`src/rtl/seg7_pkg.sv`:
```
// Shared constants and types for the 7-segment readback decoder.
package seg7_pkg;

  localparam int unsigned SEG_W = 7;
  localparam int unsigned BCD_W = 4;

  // Active-high segment patterns, bit order gfedcba.
  localparam logic [SEG_W-1:0] SEG_0     = 7'h3F;
  localparam logic [SEG_W-1:0] SEG_1     = 7'h06;
  localparam logic [SEG_W-1:0] SEG_2     = 7'h5B;
  localparam logic [SEG_W-1:0] SEG_3     = 7'h4F;
  localparam logic [SEG_W-1:0] SEG_4     = 7'h66;
  localparam logic [SEG_W-1:0] SEG_5     = 7'h6D;
  localparam logic [SEG_W-1:0] SEG_6     = 7'h7D;
  localparam logic [SEG_W-1:0] SEG_7     = 7'h07;
  localparam logic [SEG_W-1:0] SEG_8     = 7'h7F;
  localparam logic [SEG_W-1:0] SEG_9     = 7'h6F;
  localparam logic [SEG_W-1:0] SEG_BLANK = 7'h00;

  localparam logic [BCD_W-1:0] BCD_BLANK = 4'hF;
  localparam logic [BCD_W-1:0] BCD_ERR   = 4'hE;

  typedef enum logic [1:0] {
    IDLE  = 2'd0,
    TRACK = 2'd1,
    HOLD  = 2'd2
  } state_t;

  // Decoded digit plus illegal-pattern flag.
  typedef struct packed {
    logic [BCD_W-1:0] bcd;
    logic             err;
  } dec_t;

endpackage

```
`src/rtl/seg7_decode.sv`:
```
// Combinational 7-segment pattern to BCD decoder.
module seg7_decode
  import seg7_pkg::*;
(
  input  logic [SEG_W-1:0] seg,
  output dec_t             dec_c
);

  // Table lookup; anything outside the ten digits and blank is illegal.
  always_comb begin
    dec_c.bcd = BCD_ERR;
    dec_c.err = 1'b1;
    unique case (seg)
      SEG_0:     begin dec_c.bcd = 4'd0;      dec_c.err = 1'b0; end
      SEG_1:     begin dec_c.bcd = 4'd1;      dec_c.err = 1'b0; end
      SEG_2:     begin dec_c.bcd = 4'd2;      dec_c.err = 1'b0; end
      SEG_3:     begin dec_c.bcd = 4'd3;      dec_c.err = 1'b0; end
      SEG_4:     begin dec_c.bcd = 4'd4;      dec_c.err = 1'b0; end
      SEG_5:     begin dec_c.bcd = 4'd5;      dec_c.err = 1'b0; end
      SEG_6:     begin dec_c.bcd = 4'd6;      dec_c.err = 1'b0; end
      SEG_7:     begin dec_c.bcd = 4'd7;      dec_c.err = 1'b0; end
      SEG_8:     begin dec_c.bcd = 4'd8;      dec_c.err = 1'b0; end
      SEG_9:     begin dec_c.bcd = 4'd9;      dec_c.err = 1'b0; end
      SEG_BLANK: begin dec_c.bcd = BCD_BLANK; dec_c.err = 1'b0; end
      default:   begin dec_c.bcd = BCD_ERR;   dec_c.err = 1'b1; end
    endcase
  end

endmodule

```
`src/rtl/seg7_digit_decoder.sv`:
```
// Watches a multiplexed 7-segment bus and emits one BCD beat per stable digit window.
module seg7_digit_decoder
  import seg7_pkg::*;
#(
  parameter int unsigned NDIG       = 4,
  parameter int unsigned STABLE     = 3,
  parameter int unsigned FIFO_DEPTH = 2
) (
  input  logic                    clk,
  input  logic                    rst_n,
  input  logic [SEG_W-1:0]        seg_in,
  input  logic [NDIG-1:0]         dig_sel,
  input  logic                    m_ready,
  output logic                    m_valid,
  output logic [BCD_W-1:0]        m_bcd,
  output logic [$clog2(NDIG)-1:0] m_idx,
  output logic                    m_err,
  output logic                    ovf
);

  localparam int unsigned IDX_W = $clog2(NDIG);
  localparam int unsigned CNT_W = $clog2(STABLE + 1);
  localparam int unsigned PTR_W = $clog2(FIFO_DEPTH);
  localparam int unsigned PW    = PTR_W + 1;
  localparam int unsigned ENT_W = BCD_W + IDX_W + 1;

  logic [SEG_W-1:0] seg_q;
  logic [NDIG-1:0]  sel_q;
  logic [SEG_W-1:0] pat_q;
  logic [NDIG-1:0]  lat_q;
  logic [CNT_W-1:0] cnt;
  state_t           state;

  logic             onehot_c;
  logic             match_c;
  logic             relatch_c;
  logic             push_c;
  logic [IDX_W-1:0] idx_c;
  dec_t             dec_c;

  logic [ENT_W-1:0] mem [FIFO_DEPTH];
  logic [PW-1:0]    wr_ptr;
  logic [PW-1:0]    rd_ptr;
  logic             empty_c;
  logic             full_c;
  logic             pop_c;
  logic             wr_en_c;

  // Input stage: the FSM only ever looks at these registered copies.
  always_ff @(posedge clk or negedge rst_n) begin
    if (!rst_n) begin
      seg_q <= '0;
      sel_q <= '0;
    end else begin
      seg_q <= seg_in;
      sel_q <= dig_sel;
    end
  end

  // Sample classification and one-hot to binary index.
  always_comb begin
    onehot_c  = (sel_q != '0) && ((sel_q & (sel_q - NDIG'(1))) == '0);
    match_c   = (seg_q == pat_q) && (sel_q == lat_q);
    relatch_c = onehot_c && ((state == IDLE) || !match_c);
    push_c    = (relatch_c && (STABLE == 1)) ||
                ((state == TRACK) && match_c && ((32'(cnt) + 32'd1) >= STABLE));
    idx_c     = '0;
    for (int unsigned i = 0; i < NDIG; i++) begin
      if (sel_q[i]) idx_c = IDX_W'(i);
    end
  end

  // Every push happens on a sample equal to the latched window, so decoding the
  // sample gives the latched payload and keeps STABLE==1 pushes in the same cycle.
  seg7_decode u_decode (
    .seg   (seg_q),
    .dec_c (dec_c)
  );

  // Window tracking FSM with saturating stability counter.
  always_ff @(posedge clk or negedge rst_n) begin
    if (!rst_n) begin
      state <= IDLE;
      pat_q <= '0;
      lat_q <= '0;
      cnt   <= '0;
    end else if (relatch_c) begin
      pat_q <= seg_q;
      lat_q <= sel_q;
      cnt   <= CNT_W'(1);
      state <= (STABLE == 1) ? HOLD : TRACK;
    end else begin
      case (state)
        IDLE: state <= IDLE;
        TRACK: begin
          if (match_c) begin
            if (32'(cnt) < STABLE) cnt <= cnt + CNT_W'(1);
            if (push_c) state <= HOLD;
          end else begin
            state <= IDLE;
          end
        end
        HOLD: begin
          if (!match_c) state <= IDLE;
        end
        default: state <= IDLE;
      endcase
    end
  end

  // FIFO status; the extra pointer bit separates full from empty.
  always_comb begin
    empty_c = (wr_ptr == rd_ptr);
    full_c  = (wr_ptr[PTR_W] != rd_ptr[PTR_W]) &&
              (wr_ptr[PTR_W-1:0] == rd_ptr[PTR_W-1:0]);
    pop_c   = !empty_c && m_ready;
    wr_en_c = push_c && (!full_c || pop_c);
  end

  // FIFO storage, pointers and sticky overflow flag.
  always_ff @(posedge clk or negedge rst_n) begin
    if (!rst_n) begin
      for (int unsigned i = 0; i < FIFO_DEPTH; i++) mem[i] <= '0;
      wr_ptr <= '0;
      rd_ptr <= '0;
      ovf    <= 1'b0;
    end else begin
      if (wr_en_c) begin
        mem[wr_ptr[PTR_W-1:0]] <= {dec_c.bcd, idx_c, dec_c.err};
        wr_ptr <= wr_ptr + PW'(1);
      end
      if (pop_c) rd_ptr <= rd_ptr + PW'(1);
      if (push_c && full_c && !pop_c) ovf <= 1'b1;
    end
  end

  // Outputs come straight from storage; no write-through path.
  assign m_valid = !empty_c;
  assign {m_bcd, m_idx, m_err} = mem[rd_ptr[PTR_W-1:0]];

endmodule

```
`config.mk`:
```
export PLATFORM = sky130hd
export DESIGN_NAME = seg7_digit_decoder
export DESIGN_NICKNAME = d
export VERILOG_FILES = /design/src/rtl/seg7_pkg.sv /design/src/rtl/seg7_decode.sv /design/src/rtl/seg7_digit_decoder.sv
export SDC_FILE = /design/constraint.sdc
export NUM_CORES = 1
export LEC_CHECK = 0
export ABC_AREA = 1
export BUFFER_PORTS_ARGS = -buffer_cell sky130_fd_sc_hd__buf_4
export CORE_UTILIZATION = 50
export CTS_BUF_LIST = sky130_fd_sc_hd__clkbuf_4 sky130_fd_sc_hd__clkbuf_8
export CTS_CLUSTER_DIAMETER = 200
export DETAILED_ROUTE_END_ITERATION = 16
export PLACE_DENSITY = 0.69
export SYNTH_ARGS = -nofsm -noshare
export SYNTH_HDL_FRONTEND = slang
export SYNTH_SLANG_ARGS = --single-unit
```
`constraint.sdc`:
```
create_clock -name clk -period 2.85 [get_ports clk]
set_input_delay 0.57 -clock clk [delete_from_list [all_inputs] [get_ports clk]]
set_output_delay 0.57 -clock clk [all_outputs]
set_load 0.02 [all_outputs]
```
==> key figures, run 1 <==
Run status
  • Status: complete, no violations

STA
  • Fin. Hold Viols: 0
  • RSZ-0062 raised after global routing: false
  • Tcrit/Tclk final: 0.6843
  • Fmax: 0.5128 GHz
  • # setup viols final: 0
  • Rel. slew slack: 0.6273
  • Clk_skew: 0.01120 ns
  • Setup TNS: 0 ns
  • Max Transition Viols Final: 0
  • Tmin final: 1.950 ns
  • Worst Tran Pin Value: 0.5590 ns

Critical path
  • Crit path kind: reg -> out
  • Largest stage delay, worst path: 0.57 ns
  • Critical Path Sink Type: primary output
  • Crit-path cells: xor2_1, inv_1, nand2_1, buf_4
  • Critical Path RT: 2.28 ns
  • R2r worst-path depth: 10
  • Setup crit start kind: flip-flop
  • Crit-path slowest cell: dfrtp_1
  • WP buf/inv: 2
  • Worst Path Arrival: 1.38 ns
  • Worst path depth: 4
  • CP max FO: 12
  • Largest delay share family, worst path: flip-flops

Routing
  • Post-DRT Antenna Nets: 0
  • Via/cell ratio: 4.902
  • Routed wire length: 4006 um
  • DRC: 0
  • Vias: 1755
  • Routed len/inst: 11.19 um
  • Drt first pass iters: 4
  • DRC marker count from the first detailed-route iteration: 79

Global route
  • First-pass GRT wire length: 7300 um
  • Largest net degree at the start of global routing: 46
  • Initial antenna violation count: 0
  • GRT Util Overall: 0.1904
  • GRT overflow: 0
  • Vias in the first global route: 1616

Floorplanning
  • Initial core utilization: 0.5170
  • Die Ht: 69.10 um
  • Rows: 24
  • Die X-Extent: 69.10 um
  • Core box area: 4354 um2
  • Die area: 4774 um2
  • IO Pins: 23

CTS
  • H-tree depth: 2
  • CTS Hold Bufs: 0
  • Clock Sinks: 45
  • Resize count post-CTS: 0
  • Reg clk slew, reported paths: 0.09 ns
  • Clock latency at the later pin of the worst-skew pair: 0.30 ns
  • Clock root buffer: clkbuf_8
  • Post-CTS Setup Inserts: 0
  • CTS tree: done
  • Longest Clk Path Bufs: 2
  • Num CTS Buffers: 5

Layout
  • Final net count: 322
  • Layout fillers: 412
  • # diodes: 0
  • Share of cells above drive strength 1: 0.1471
  • Area delta synth->final: 13.40%
  • Post-layout instance count excluding filler cells: 358

Power
  • PD cells: 577.4 nW/um2
  • Leakage: 1.363 nW
  • Overall power: 1.474 mW
  • Maximum VDD drop: 0.2742 mV

Job
  • MaxCap Viol Count: 0

Synthesis
  • Post-synthesis async set-or-reset flop share: 1.000
  • Count leader, synth: nand2_1
  • Top cell type's share of synthesized area: 0.5003
  • Cells after Synth: 282
  • Synth Register Bits: 45
  • Netlist cell types: 24
  • Largest family of logic cells by synthesized area: simple AND/OR/NAND/NOR gates
  • Largest area contributor in the netlist: dfrtp_1
  • Post-synthesis sequential area ratio: 0.5003
  • Syn_area_per_cell: 7.982 um2
  • Post-synth top flop: dfrtp_1
  • Mux contribution to synthesized area: 0
  • Synth Area in Compound Gates: 0.05948
  • Synth Area in Adders: 0.01668
  • Post-synth top cells: 109 x nand2_1, 45 x dfrtp_1, 25 x inv_1
  • Post-Synth Simple-Gate Area: 0.3207
  • Ys Warns: 0
  • Synth Area in XOR/XNOR: 0.03113
  • Mapped Area: 2251 um2
  • Synth top area cells: dfrtp_1 50%, nand2_1 18%, nand3_1 5.1%, inv_1 4.2%, o21ai_0 4.0%
  • Number of flops mapped to enable cells by yosys: 0
  • Net count after synthesis: 299

Min path
  • Worst hold path type: in -> async

Place
  • Inst Count DP: 350
  • Input/output buffers: 22
  • Dpl hpwl: 2977 um
  • Final RePlAce weighted congestion: 0.8863
[per-layer routing]
| metal | wire, um | part of all wire | GRT usage | up-vias |
|---|---|---|---|---|
| met2 | 1786 | 0.45 | 0.3031 | 30 |
| li1 | - | - | - | 932 |
| met1 | 2022 | 0.50 | 0.2612 | 787 |
| met5 | 0 | 0 | 0 | - |
| met4 | 55 | 0.014 | 0.06122 | 0 |
| met3 | 142 | 0.035 | 0.03947 | 6 |
[per-stage QoR]
step	hold slack (ns)	setup WS (ns)	util	area, um2
global placement	0.4555	0.9752	0.5586	2432
global route	0.3160	0.7662	0.5862	2552
floorplan	0.2744	1.330	-	2251
finish	0.2606	0.8998	0.5862	2552
detailed placement	0.4589	1.002	0.5586	2432
CTS	0.2842	0.8817	0.5862	2552
[final timing paths]
kind	slack, ns	end	start
setup / recovery	0.90	m_valid	wr_ptr[0]$_DFFE_PN0P_
hold reg to reg	0.48	mem[1]$_DFFE_PN0P_	mem[1]$_DFFE_PN0P_
hold / removal	0.26	cnt[1]$_DFFE_PN0P_	rst_n
max in group asynchronous	2.20	seg_q[6]$_DFF_PN0_	rst_n
min in group clk	0.38	sel_q[2]$_DFF_PN0_	dig_sel[2]
setup reg to reg	1.03	mem[6]$_DFFE_PN0P_	seg_q[1]$_DFF_PN0_
[registers in the layout, summed over array words and instances (netlist names)]
name	flops
ovf	1
seg_q	7
rd_ptr	2
wr_ptr	2
sel_q	4
state	2
mem	14
pat_q	7
cnt	2
lat_q	4
[where the power goes]
part           switching [mW]  internal, mW
Combinational           0.137        0.0861
Sequential             0.0587         0.688
Clock                   0.208         0.295
Total                   0.404          1.07
[logic make-up (layout without fill, tap and decap cells)]
kind of cell / count (synthesis) / after routing
compound gates: 23 / 23
xor+xnor: 8 / 8
fa+ha+maj: 3 / 3
buf+inv: 36 / 60
flops: 45 / 45
simple gates: 167 / 167
[cells in the final DEF, fill, tap and decap left out, drive strengths merged, types with 2 or more instances in the layout]
master	count
dfrtp	45
ha	3
nand3	23
o21ai	19
xor2	2
nor3	9
inv	30
xnor2	6
nand2	113
nand4	5
buf	22
clkbuf	7
nor2	16
[cell type report]
type / instances / area (um2) / area share
clock buffers: 7 / 90.09 / 0.03529
clock inverters: 1 / 30.03 / 0.01176
inverters: 30 / 112.6 / 0.04412
multi-input cells: 201 / 963.4 / 0.3775
flip-flops and latches: 45 / 1126 / 0.4412
well taps: 52 / 65.06 / 0.02549
repair buffers: 22 / 165.2 / 0.06471
Note: power is estimated with default switching activity, not from simulation.
==> run 2, diff against run 1 <==
- PLACE_DENSITY: 0.69 -> 0.72
- clock period: 2.85 -> 1.7 ns (I/O delays scaled with it)
==> run 2 against run 1 <==
- sequential cell count is the same
- clock-buffer cell count increased by 1
- design area is 9.1% higher
- worst hold slack worse by 0.23 ns
- global-route usage is 0.91 points higher
- die area unchanged
- clock power up 32%
- via count is 5.9% higher
- non-clock buffer count is 22 higher
- sequential power up 65%
- routed wire length up 6.4%
- power up 65%
- largest cell class unchanged
==> key figures, run 2 (same netlist as run 1, synthesis figures left out) <==
Run status
  • Status: complete, no violations (unchanged)

STA
  • Max Transition Viols Final: 0 (unchanged)
  • Tmin final: 1.603 ns
  • Fmax: 0.6240 GHz
  • Setup WS post-layout: 0.09745 ns (was 0.8998 ns)
  • # setup viols final: 0 (unchanged)
  • Clk_skew: 0.008273 ns (was 0.01120 ns)
  • Worst Tran Pin Value: 0.5367 ns (was 0.5590 ns)
  • Tcrit/Tclk final: 0.9427
  • RSZ-0062 raised after global routing: true (was false)
  • Setup TNS: 0 ns (unchanged)
  • Rel. slew slack: 0.6422 (was 0.6273)
  • Fin. Hold Viols: 0 (unchanged)

Floorplanning
  • Die area: 4774 um2 (unchanged)
  • Die X-Extent: 69.10 um (unchanged)
  • Initial core utilization: 0.5170 (unchanged)
  • Die Ht: 69.10 um (unchanged)
  • Core box area: 4354 um2 (unchanged)
  • Rows: 24 (unchanged)
  • IO Pins: 23 (unchanged)

CTS
  • CTS Hold Bufs: 0 (unchanged)
  • CTS tree: done (unchanged)
  • Num CTS Buffers: 5 (unchanged)
  • H-tree depth: 2 (unchanged)
  • Longest Clk Path Bufs: 2 (unchanged)
  • Reg clk slew, reported paths: 0.08 ns (was 0.09 ns)
  • Clock Sinks: 45 (unchanged)
  • Clock latency at the later pin of the worst-skew pair: 0.29 ns (was 0.30 ns)
  • Clock root buffer: clkbuf_8 (unchanged)

Layout
  • Share of cells above drive strength 1: 0.2409 (was 0.1471)
  • # diodes: 0 (unchanged)
  • Commonest non-fill, non-tap cell in the layout: nand2_1 (unchanged)
  • Layout fillers: 382 (was 412)
  • Highest-count cells in the layout ignoring fill and taps: 107 x nand2_1, 43 x dfrtp_1, 40 x buf_4, 24 x inv_1, 20 x nand3_1 (was 109 x nand2_1, 45 x dfrtp_1, 25 x inv_1, 23 x nand3_1, 22 x buf_4)
  • Final net count: 344 (was 322)
  • Post-route design area: 2784 um2 (was 2552 um2)
  • Biggest register: mem (unchanged)
  • Largest registers: mem: 14 flops, pat_q: 7 flops, seg_q: 7 flops (unchanged)
  • Area delta synth->final: 23.68% (was 13.40%)
  • Max FFs per register: 14 (unchanged)

Min path
  • Worst hold path type: in -> async (unchanged)

Global route
  • GRT met3 Usage: 0.04386 (was 0.03947)
  • GRT overflow: 0 (unchanged)
  • Initial antenna violation count: 0 (unchanged)
  • Routing usage on met1: 0.2505 (was 0.2612)
  • GRT Util Overall: 0.1995 (was 0.1904)
  • Grt met2 use: 0.3312 (was 0.3031)
  • Most Used Layer, Global Route: met2 (unchanged)
  • First-pass GRT wire length: 7555 um (was 7300 um)
  • Largest net degree at the start of global routing: 46 (unchanged)
  • Vias in the first global route: 1741 (was 1616)

Routing
  • Vias: 1859 (was 1755)
  • Post-DRT Antenna Nets: 0 (unchanged)
  • Drt first pass iters: 4 (unchanged)
  • DRC marker count from the first detailed-route iteration: 108 (was 79)
  • Routed wire length: 4262 um (was 4006 um)
  • Routed len/inst: 11.22 um (was 11.19 um)
  • Via/cell ratio: 4.892 (was 4.902)
  • DRC: 0 (unchanged)

Power
  • Sw Ratio: 0.2870 (was 0.2742)
  • Maximum VDD drop: 0.5277 mV (was 0.2742 mV)
  • PD cells: 873.7 nW/um2 (was 577.4 nW/um2)
  • P_sw: 698.1 uW (was 404.2 uW)
  • Leakage: 1.462 nW (was 1.363 nW)
  • Int Pwr: 1.734 mW (was 1.070 mW)
  • Seq pwr share: 0.505 (was 0.507)
  • Clk pwr share: 0.273 (was 0.342)
  • Logic pwr share: 0.222 (was 0.151)

Critical path
  • Crit path kind: reg -> reg (was reg -> out)
  • Critical Path RT: 1.88 ns (was 2.28 ns)
  • Crit-path cells: inv_2, nand2_1, nand2_1, nor2_2, nand2_2, nor2_4, nand2_2, o21ai_4, buf_4, buf_4, nand3_1 (was xor2_1, inv_1, nand2_1, buf_4)
  • Worst Path Arrival: 1.78 ns (was 1.38 ns)
  • WP buf/inv: 3 (was 2)
  • Largest stage delay, worst path: 0.44 ns (was 0.57 ns)
  • Crit-path slowest cell: dfrtp_1 (unchanged)
  • Largest delay share family, worst path: simple AND/OR/NAND/NOR gates (was flip-flops)
  • Critical Path Sink Type: flip-flop (was primary output)
  • Setup crit start kind: flip-flop (unchanged)
  • CP max FO: 5 (was 12)

Place
  • Input/output buffers: 22 (unchanged)
  • Pre-CTS setup slack: 0.001713 ns (was 1.002 ns)
  • Cell Area, Placed: 2565 um2 (was 2432 um2)
  • Final RePlAce weighted congestion: 0.9284 (was 0.8863)
  • Dpl hpwl: 3236 um (was 2977 um)

Job
  • MaxCap Viol Count: 0 (unchanged)
-- run 2: cell types whose count changed in the layout (fill, tap and decap cells not counted), sizes merged --
cell,change
buf,+22
clkbuf,+1
clkinvlp,+1
inv,-1
bufinv,-1
-- run 2: power by group through the flow --
stage | registers [mW] | clock network [mW] | logic [mW]
finish | 1.23 | 0.665 | 0.539
global route | 1.24 | 0.728 | 0.605
CTS | 1.22 | 0.683 | 0.461
detailed placement | 1.24 | 0 | 0.459
global placement | 1.24 | 0 | 0.455
floorplan | 1.23 | 0 | 0.312
-- run 2: through the flow --
step / cells / power (mW) / hold WS (ns) / utilization
after global routing: 380 / 2.572 / 0.07801 / 0.6394
after CTS: 374 / 2.369 / 0.04754 / 0.6101
final: 380 / 2.432 / 0.03145 / 0.6394
after global placement: 366 / 1.695 / 0.3687 / 0.5891
after floorplan: 282 / 1.537 / 0.04441 / -
after detailed placement: 366 / 1.703 / 0.3671 / 0.5891
-- run 2: routing by layer --
metal	wire (um)	up-vias
li1	-	973
met2	2139	31
met1	1904	845
met5	0	-
met3	121	10
met4	97	0
-- run 2: area by class of cell --
class                      count  area, um2  share of cell area
clock buffer                   8      91.34             0.03281
timing repair buffer          44      354.1              0.1272
sequential                    45       1129              0.4054
tap                           52      65.06             0.02337
inverter                      30      116.4             0.04180
multi-input combinational    201       1028              0.3694
-- run 2: final timing paths --
check | start | end | slack (ns) | cells past startpoint
worst max-delay path | seg_q[5]$_DFF_PN0_ | cnt[0]$_DFFE_PN0P_ | 0.1 | 11
worst min register to register | mem[1]$_DFFE_PN0P_ | mem[1]$_DFFE_PN0P_ | 0.48 | 2
worst min-delay path | rst_n | mem[0]$_DFFE_PN0P_ | 0.03 | 1
max in group asynchronous | rst_n | seg_q[4]$_DFF_PN0_ | 1.28 | 1
min in group clk | dig_sel[0] | sel_q[0]$_DFF_PN0_ | 0.15 | 1
worst max register to register | seg_q[5]$_DFF_PN0_ | cnt[0]$_DFFE_PN0P_ | 0.1 | 11
-- run 2: timing repair --
action | CTS | global route
setup endpoints to repair | 15 | 35
gates cloned | 0 | 0
resized for setup | 0 | 20
pin swaps | 0 | 2
buffers inserted | 0 | 6
